## src/rtl/letc_core_pkg.sv

```systemverilog
// Shared LETC core types and constants used by the instruction-memory arbiter.
package letc_core_pkg;

  // Cycles from an accepted read to valid memory read data
  localparam int unsigned IMEM_READ_LATENCY = 2;

  // Widest supported instruction-memory word address
  localparam int unsigned IMEM_ADDR_W_MAX = 32;

  // One memory request as seen on the single memory port
  typedef struct packed {
    logic [IMEM_ADDR_W_MAX-1:0] addr;
    logic [31:0]                wdata;
  } imem_req_t;

endpackage

```

## src/rtl/letc_core_imem_arb_if.sv

```systemverilog
// Fetch and loader handshake bundle between the core front end and the arbiter.
interface letc_core_imem_arb_if #(
  parameter int unsigned ADDR_W = 10
);
  logic              i_fetch_valid;
  logic              o_fetch_ready;
  logic [ADDR_W-1:0] i_fetch_addr;
  logic              i_fetch_flush;
  logic              i_fetch_stall;
  logic              o_fetch_rvalid;
  logic [31:0]       o_fetch_rdata;

  logic              i_load_valid;
  logic              o_load_ready;
  logic [ADDR_W-1:0] i_load_addr;
  logic [31:0]       i_load_wdata;

  modport master (
    output i_fetch_valid, i_fetch_addr, i_fetch_flush, i_fetch_stall,
    output i_load_valid, i_load_addr, i_load_wdata,
    input  o_fetch_ready, o_fetch_rvalid, o_fetch_rdata, o_load_ready
  );

  modport slave (
    input  i_fetch_valid, i_fetch_addr, i_fetch_flush, i_fetch_stall,
    input  i_load_valid, i_load_addr, i_load_wdata,
    output o_fetch_ready, o_fetch_rvalid, o_fetch_rdata, o_load_ready
  );
endinterface

```

## src/rtl/letc_core_imem_resp_fifo.sv

```systemverilog
// Two-entry response FIFO holding fetch read data until the consumer takes it.
module letc_core_imem_resp_fifo (
  input  logic        i_clk,
  input  logic        i_rst_n,
  input  logic        i_flush,
  input  logic        i_push,
  input  logic [31:0] i_wdata,
  input  logic        i_pop,
  output logic        o_empty,
  output logic [31:0] o_rdata
);

  logic [31:0] r_mem [2];
  logic        r_wptr;
  logic        r_rptr;
  logic [1:0]  r_count;

  // Data storage carries no reset; only pointers and occupancy do
  always_ff @(posedge i_clk) begin
    if (i_push) r_mem[r_wptr] <= i_wdata;
  end

  // Pointer and occupancy tracking; flush discards every entry
  always_ff @(posedge i_clk or negedge i_rst_n) begin
    if (!i_rst_n) begin
      r_wptr  <= 1'b0;
      r_rptr  <= 1'b0;
      r_count <= '0;
    end else if (i_flush) begin
      r_wptr  <= 1'b0;
      r_rptr  <= 1'b0;
      r_count <= '0;
    end else begin
      if (i_push) r_wptr <= ~r_wptr;
      if (i_pop)  r_rptr <= ~r_rptr;
      unique case ({i_push, i_pop})
        2'b10:   r_count <= r_count + 2'd1;
        2'b01:   r_count <= r_count - 2'd1;
        default: ;
      endcase
    end
  end

  assign o_empty = (r_count == 2'd0);
  assign o_rdata = r_mem[r_rptr];

endmodule

```

## src/rtl/letc_core_imem_arb.sv

```systemverilog
// Instruction-memory arbiter: fetch-priority single-port access shared with the
// program loader, credit-limited read tracking and a two-entry response buffer.
module letc_core_imem_arb
  import letc_core_pkg::*;
#(
  parameter int unsigned ADDR_W     = 10,
  parameter int unsigned STARVE_MAX = 8
) (
  input  logic                 i_clk,
  input  logic                 i_rst_n,
  letc_core_imem_arb_if.slave  bus,
  output logic                 o_mem_en,
  output logic                 o_mem_we,
  output logic [ADDR_W-1:0]    o_mem_addr,
  output logic [31:0]          o_mem_wdata,
  input  logic [31:0]          i_mem_rdata
);

  localparam int unsigned STARVE_W = $clog2(STARVE_MAX + 1);

  logic [1:0]                   r_credits;
  logic [IMEM_READ_LATENCY-1:0] r_pipe;
  logic [STARVE_W-1:0]          r_starve;

  logic                         w_starved;
  logic                         w_fetch_cap;
  logic                         w_fetch_req;
  logic                         w_fetch_ready;
  logic                         w_load_ready;
  logic                         w_fetch_win;
  logic                         w_load_win;
  logic                         w_push;
  logic                         w_pop;
  logic                         w_rvalid;
  logic                         w_fifo_empty;
  logic [31:0]                  w_fifo_rdata;
  logic [1:0]                   w_credits_nxt;
  logic [IMEM_READ_LATENCY-1:0] w_pipe_nxt;
  imem_req_t                    w_req;

  // Arbitration: fetch wins unless idle/out of credits or the loader is starved.
  // During a flush every outstanding credit is being squashed, so fetch may issue.
  always_comb begin
    w_starved     = (r_starve == STARVE_W'(STARVE_MAX));
    w_fetch_cap   = i_rst_n && (bus.i_fetch_flush || (r_credits != 2'd2));
    w_fetch_req   = bus.i_fetch_valid && w_fetch_cap;
    w_fetch_ready = w_fetch_cap && !(bus.i_load_valid && w_starved);
    w_load_ready  = i_rst_n && (!w_fetch_req || w_starved);
    w_fetch_win   = bus.i_fetch_valid && w_fetch_ready;
    w_load_win    = bus.i_load_valid && w_load_ready;
  end

  // Winning request drives the memory port combinationally
  always_comb begin
    w_req = '0;
    if (w_load_win) begin
      w_req.addr  = IMEM_ADDR_W_MAX'(bus.i_load_addr);
      w_req.wdata = bus.i_load_wdata;
    end else if (w_fetch_win) begin
      w_req.addr  = IMEM_ADDR_W_MAX'(bus.i_fetch_addr);
    end
  end

  if (ADDR_W < IMEM_ADDR_W_MAX) begin : g_addr_hi
    logic w_unused_addr_hi;
    assign w_unused_addr_hi = ^w_req.addr[IMEM_ADDR_W_MAX-1:ADDR_W];
  end

  assign o_mem_en    = w_fetch_win || w_load_win;
  assign o_mem_we    = w_load_win;
  assign o_mem_addr  = w_req.addr[ADDR_W-1:0];
  assign o_mem_wdata = w_req.wdata;

  // Response side and next read-tracking state. A flush squashes the pipe and
  // FIFO, including data landing this cycle, but keeps a read issued alongside.
  always_comb begin
    w_push   = r_pipe[IMEM_READ_LATENCY-1] && !bus.i_fetch_flush;
    w_rvalid = !w_fifo_empty && !bus.i_fetch_flush;
    w_pop    = w_rvalid && !bus.i_fetch_stall;
    if (bus.i_fetch_flush) begin
      w_pipe_nxt    = '0;
      w_pipe_nxt[0] = w_fetch_win;
      w_credits_nxt = {1'b0, w_fetch_win};
    end else begin
      w_pipe_nxt    = {r_pipe[IMEM_READ_LATENCY-2:0], w_fetch_win};
      w_credits_nxt = r_credits + 2'(w_fetch_win) - 2'(w_pop);
    end
  end

  // Read-tracking registers: credits and in-flight valid pipe
  always_ff @(posedge i_clk or negedge i_rst_n) begin
    if (!i_rst_n) begin
      r_credits <= '0;
      r_pipe    <= '0;
    end else begin
      r_credits <= w_credits_nxt;
      r_pipe    <= w_pipe_nxt;
    end
  end

  // Starvation counter: counts contested fetch wins, cleared by a loader grant
  always_ff @(posedge i_clk or negedge i_rst_n) begin
    if (!i_rst_n) begin
      r_starve <= '0;
    end else if (w_load_win) begin
      r_starve <= '0;
    end else if (w_fetch_win && bus.i_load_valid && !w_starved) begin
      r_starve <= r_starve + STARVE_W'(1);
    end
  end

  letc_core_imem_resp_fifo u_resp_fifo (
    .i_clk   (i_clk),
    .i_rst_n (i_rst_n),
    .i_flush (bus.i_fetch_flush),
    .i_push  (w_push),
    .i_wdata (i_mem_rdata),
    .i_pop   (w_pop),
    .o_empty (w_fifo_empty),
    .o_rdata (w_fifo_rdata)
  );

  assign bus.o_fetch_ready  = w_fetch_ready;
  assign bus.o_load_ready   = w_load_ready;
  assign bus.o_fetch_rvalid = w_rvalid;
  assign bus.o_fetch_rdata  = w_fifo_rdata;

endmodule

```

## src/flat_wrapper.sv

```systemverilog
// flat-port wrapper written by rule: the top's interface ports become plain ports
module letc_core_imem_arb_flat import letc_core_pkg::*;
#(
  parameter int unsigned ADDR_W     = 10,
  parameter int unsigned STARVE_MAX = 8
)
  (i_clk, i_rst_n, o_mem_en, o_mem_we, o_mem_addr, o_mem_wdata, i_mem_rdata, bus_i_fetch_valid, bus_i_fetch_addr, bus_i_fetch_flush, bus_i_fetch_stall, bus_i_load_valid, bus_i_load_addr, bus_i_load_wdata, bus_o_fetch_ready, bus_o_fetch_rvalid, bus_o_fetch_rdata, bus_o_load_ready);
  letc_core_imem_arb_if #(.ADDR_W(ADDR_W)) bus_i ();
  input  logic i_clk;
  input  logic i_rst_n;
  output logic o_mem_en;
  output logic o_mem_we;
  output logic [ADDR_W-1:0] o_mem_addr;
  output logic [31:0] o_mem_wdata;
  input  logic [31:0] i_mem_rdata;
  input wire logic [$bits(bus_i.i_fetch_valid)-1:0] bus_i_fetch_valid;
  input wire logic [$bits(bus_i.i_fetch_addr)-1:0] bus_i_fetch_addr;
  input wire logic [$bits(bus_i.i_fetch_flush)-1:0] bus_i_fetch_flush;
  input wire logic [$bits(bus_i.i_fetch_stall)-1:0] bus_i_fetch_stall;
  input wire logic [$bits(bus_i.i_load_valid)-1:0] bus_i_load_valid;
  input wire logic [$bits(bus_i.i_load_addr)-1:0] bus_i_load_addr;
  input wire logic [$bits(bus_i.i_load_wdata)-1:0] bus_i_load_wdata;
  output wire logic [$bits(bus_i.o_fetch_ready)-1:0] bus_o_fetch_ready;
  output wire logic [$bits(bus_i.o_fetch_rvalid)-1:0] bus_o_fetch_rvalid;
  output wire logic [$bits(bus_i.o_fetch_rdata)-1:0] bus_o_fetch_rdata;
  output wire logic [$bits(bus_i.o_load_ready)-1:0] bus_o_load_ready;
  assign bus_i.i_fetch_valid = bus_i_fetch_valid;
  assign bus_i.i_fetch_addr = bus_i_fetch_addr;
  assign bus_i.i_fetch_flush = bus_i_fetch_flush;
  assign bus_i.i_fetch_stall = bus_i_fetch_stall;
  assign bus_i.i_load_valid = bus_i_load_valid;
  assign bus_i.i_load_addr = bus_i_load_addr;
  assign bus_i.i_load_wdata = bus_i_load_wdata;
  assign bus_o_fetch_ready = bus_i.o_fetch_ready;
  assign bus_o_fetch_rvalid = bus_i.o_fetch_rvalid;
  assign bus_o_fetch_rdata = bus_i.o_fetch_rdata;
  assign bus_o_load_ready = bus_i.o_load_ready;
  letc_core_imem_arb #(.ADDR_W(ADDR_W), .STARVE_MAX(STARVE_MAX)) u_core (.i_clk(i_clk), .i_rst_n(i_rst_n), .bus(bus_i), .o_mem_en(o_mem_en), .o_mem_we(o_mem_we), .o_mem_addr(o_mem_addr), .o_mem_wdata(o_mem_wdata), .i_mem_rdata(i_mem_rdata));
endmodule
```

## config.mk

```make
export PLATFORM = sky130hd
export DESIGN_NAME = letc_core_imem_arb_flat
export DESIGN_NICKNAME = d
export VERILOG_FILES = /design/src/rtl/letc_core_pkg.sv /design/src/rtl/letc_core_imem_arb_if.sv /design/src/rtl/letc_core_imem_resp_fifo.sv /design/src/rtl/letc_core_imem_arb.sv /design/src/flat_wrapper.sv
export SDC_FILE = /design/constraint.sdc
export NUM_CORES = 1
export LEC_CHECK = 0
export CAP_MARGIN = 20
export CORE_UTILIZATION = 62
export CTS_CLUSTER_DIAMETER = 120
export DETAILED_ROUTE_END_ITERATION = 8
export DONT_BUFFER_PORTS = 1
export HOLD_SLACK_MARGIN = 0.15
export PLACE_DENSITY = 0.82
export RECOVER_POWER = 25
export REMOVE_ABC_BUFFERS = 1
export SLEW_MARGIN = 10
export SYNTH_ARGS = -nofsm -noshare
export SYNTH_HDL_FRONTEND = slang
export SYNTH_SLANG_ARGS = --single-unit
```

## constraint.sdc

```tcl
create_clock -name i_clk -period 3.9 [get_ports i_clk]
set_input_delay 0.78 -clock i_clk [delete_from_list [all_inputs] [get_ports i_clk]]
set_output_delay 0.78 -clock i_clk [all_outputs]
set_load 0.01 [all_outputs]
```

==> reports/metrics.yaml <==
run_status:
  status: "completed"
critical_path:
  cp.required_ns: 3.12
  crit_fanout: 14
  startpoint_type: "register"
  end_kind: "output port"
  worstReg2RegStart: "u_core.r_starve[0]"
  worstSetupPathType: "reg2out"
  r2r_end: "u_core.r_credits[0]"
  r2r_cells: 6
  reg2reg_slack_ns: 1.41
  crit_arrival_ns: 2.44
placed_design:
  place_inst: 281
  place.port_buffers: 0
  routabilityCongestion: 0.891
  dp_hpwl_um: 6470
cts:
  clock-sinks: 76
  cts_tree: "done"
  cts_max_path_buffers: 2
  clk_pin_slew_ns: 0.08
  root_buffer: "clkbuf_8"
  cts_buffers: 9
  htree_num_levels: 3
  clock_latency_ns: 0.34
synthesis:
  synth_cells: 220
  synthMuxAreaShare: 0.113
  synth-xor-area-share: 0.00777
  yosysTopAreaCell: "edfxtp_1"
  synthTopCellsByArea: "edfxtp_1, mux2_2, dfrtp_1, and2_1, a22o_1"
  async_reset_ff_frac: 0.158
  synth_edf_count: 64
  netlist_top_cells_count: "edfxtp_1, mux2_2, and2_1"
  synth_top_cell_area_share: 0.568
  syn_avg_cell_area_um2: 15.4
  synth_top_family_by_area: "multiplexers"
  syn_area_um2: 3380
  synth_cell_types: 40
  synth-seq-area-share: 0.657
  synth_compound_area_frac: 0.0659
  synth-simple-area-share: 0.110
  synth_seq_cells: 76
  synth_flop_cell: "edfxtp_1"
  yosysWarnings: 0
  synthMostInstantiatedCell: "edfxtp_1"
  synthAdderAreaFrac: 0.0148
global_routing:
  grt_start_max_net_pins: 44
  grt-ovfl-total: 0
  grt_pass1_wl_um: 11500
  grt_pass1_vias: 1882
  grtUsageTotal: 0.307
  antenna_found_initial: 4
timing:
  fin_crit_sh: 0.826
  maxSlewViolCount: 0
  finalSetupViolations: 0
  clock.fmax_mhz: 310
  hold_violations: 0
  tns_ns: 0
  skew_ns: 0.00900
  rsz0062_at_grt: "no"
  tightestPinTransition_ns: 0.927
  period_minus_slack_ns: 3.22
  slew_headroom: 0.381
final_layout:
  drive_gt1_frac: 0.256
  n_fill_cell: 310
  fin_util: 0.709
  nets: 317
  seq_area_um2: 2220
  layoutNonFillerInstCount: 300
  multi_input_area_um2: 1060
  area_growth_pct: 8.51
power_and_ir_drop:
  vdd_drop_max_uv: 203
  p_leak_uw: 0.00129
  power_switching_uw: 373
  powerDensity_nw_per_um2: 477
  pwr-share-clk: 0.401
  p_int_uw: 1380
  seqPwrFrac: 0.526
  p_comb_frac: 0.073
  power_switching_share: 0.213
die:
  die_h_um: 75.9
  pin_count: 169
  rows: 26
  coreArea_um2: 5170
  initial_core_util: 0.654
  fp.dieW_um: 75.9
  design.die.area_um2: 5750
hold_path:
  hold_path_end: "u_core.u_resp_fifo.r_count[0]"
  min-delay-start: "bus_i_fetch_flush"
  hold_depth: 1
  hp-class: "in2reg"
routing:
  drt_pass1_iterations: 4
  wire_per_inst_um: 28.9
  drt-met1-wl_um: 2860
  drcViolationCount: 0
  dr_wl_met2_um: 4540
  top_layer: "met5"
  dr.first_iter.drc_count: 148
  ant_nets: 0
  wl_um: 8660
  viasPerCell: 6.42
  met3_length_um: 916
  vias: 1927
run:
  drv_cap: 0
power by group through the flow:
stage / Sequential (uW) / Combinational (uW) / Clock [uW]
floorplan: 936 / 97.3 / 0
global placement: 935 / 116 / 0
detailed placement: 938 / 123 / 0
CTS: 920 / 127 / 707
global route: 923 / 137 / 741
finish: 921 / 128 / 702
layer usage:
metal | track usage | vias to the layer above
met4 | 0.193 | 2
met1 | 0.312 | 964
met2 | 0.521 | 114
met5 | 0 | -
met3 | 0.130 | 23
li1 | - | 824
repair_timing:
action	in CTS	in global routing
setup buffers	0	0
resized for setup	0	0
hold buffers	1	0
hold endpoints to repair	12	0
flip-flops by register name, indices dropped and copies added, names as in the netlist:
| register | cells |
|---|---|
| u_core.u_resp_fifo.r_wptr | 1 |
| u_core.r_starve | 4 |
| u_core.u_resp_fifo.r_rptr | 1 |
| u_core.u_resp_fifo.r_mem | 64 |
| u_core.r_pipe | 2 |
| u_core.u_resp_fifo.r_count | 2 |
| u_core.r_credits | 2 |
worst max-delay path: stages, from the launching register on:
cell and delay [ns]:
dfrtp_1 0.44, inv_1 0.09, ha_1 0.22, and3b_4 0.22, a211oi_2 0.79, a22o_1 0.35
stage by stage:
step / setup WS, ns / total power [uW] / area [um^2] / hold WS (ns)
finish: 0.677 / 1750 / 3670 / 0.501
detailed placement: 1.06 / 1060 / 3410 / 0.483
CTS: 0.704 / 1750 / 3660 / 0.491
global placement: 1.16 / 1050 / 3410 / 0.472
global route: 0.566 / 1800 / 3670 / 0.494
floorplan: 0.249 / 1030 / 3300 / 0.439
cell usage in the layout, fill, tap and decap left out, types with 2 or more instances in the layout:
| cell type | instances |
|---|---|
| edfxtp_1 | 64 |
| mux2_2 | 33 |
| and2_1 | 32 |
| a22o_1 | 12 |
| dfrtp_1 | 12 |
| clkbuf_8 | 9 |
| nor2_1 | 8 |
| inv_1 | 7 |
| nand2_1 | 4 |
| ha_1 | 4 |
| diode_2 | 3 |
| bufinv_16 | 3 |
| buf_4 | 3 |
| a211oi_1 | 2 |
| nor3_1 | 2 |
| nand2b_1 | 2 |
| xnor2_1 | 2 |
| a21oi_1 | 2 |
| clkinvlp_4 | 2 |
cell families (layout without fill, tap and decap cells):
group,Yosys count,in the layout
AOI/OAI and AO/OA,25,25
xor gates and xnor gates,3,3
buffers and inverters,19,26
adders and majority gates,4,4
muxes,34,34
DFF,76,76
and+or+nand+nor,59,59
other,0,3
how the worst max path moves through the flow:
stage / startpoint / to / depth (start not counted)
4_1_cts: u_core.r_starve[0] / o_mem_addr[4] / 5
6_report: u_core.r_starve[0] / o_mem_addr[4] / 5
3_5_place_dp: i_rst_n / o_mem_addr[4] / 3
3_3_place_gp: i_rst_n / o_mem_addr[4] / 3
5_1_grt: u_core.r_starve[0] / o_mem_addr[4] / 5
2_1_floorplan: bus_i_fetch_flush / u_core.u_resp_fifo.r_mem[0][0] / 1
final cells by class:
class                           count  share of cell area
Timing Repair Buffer                4             0.00886
Multi-Input combinational cell    125               0.288
Clock buffer                        9              0.0338
Inverter                            7             0.00716
Clock inverter                      6              0.0310
Antenna cell                        3             0.00205
Sequential cell                    76               0.606
Tap cell                           70              0.0239
(Power assumes the default switching activity.)
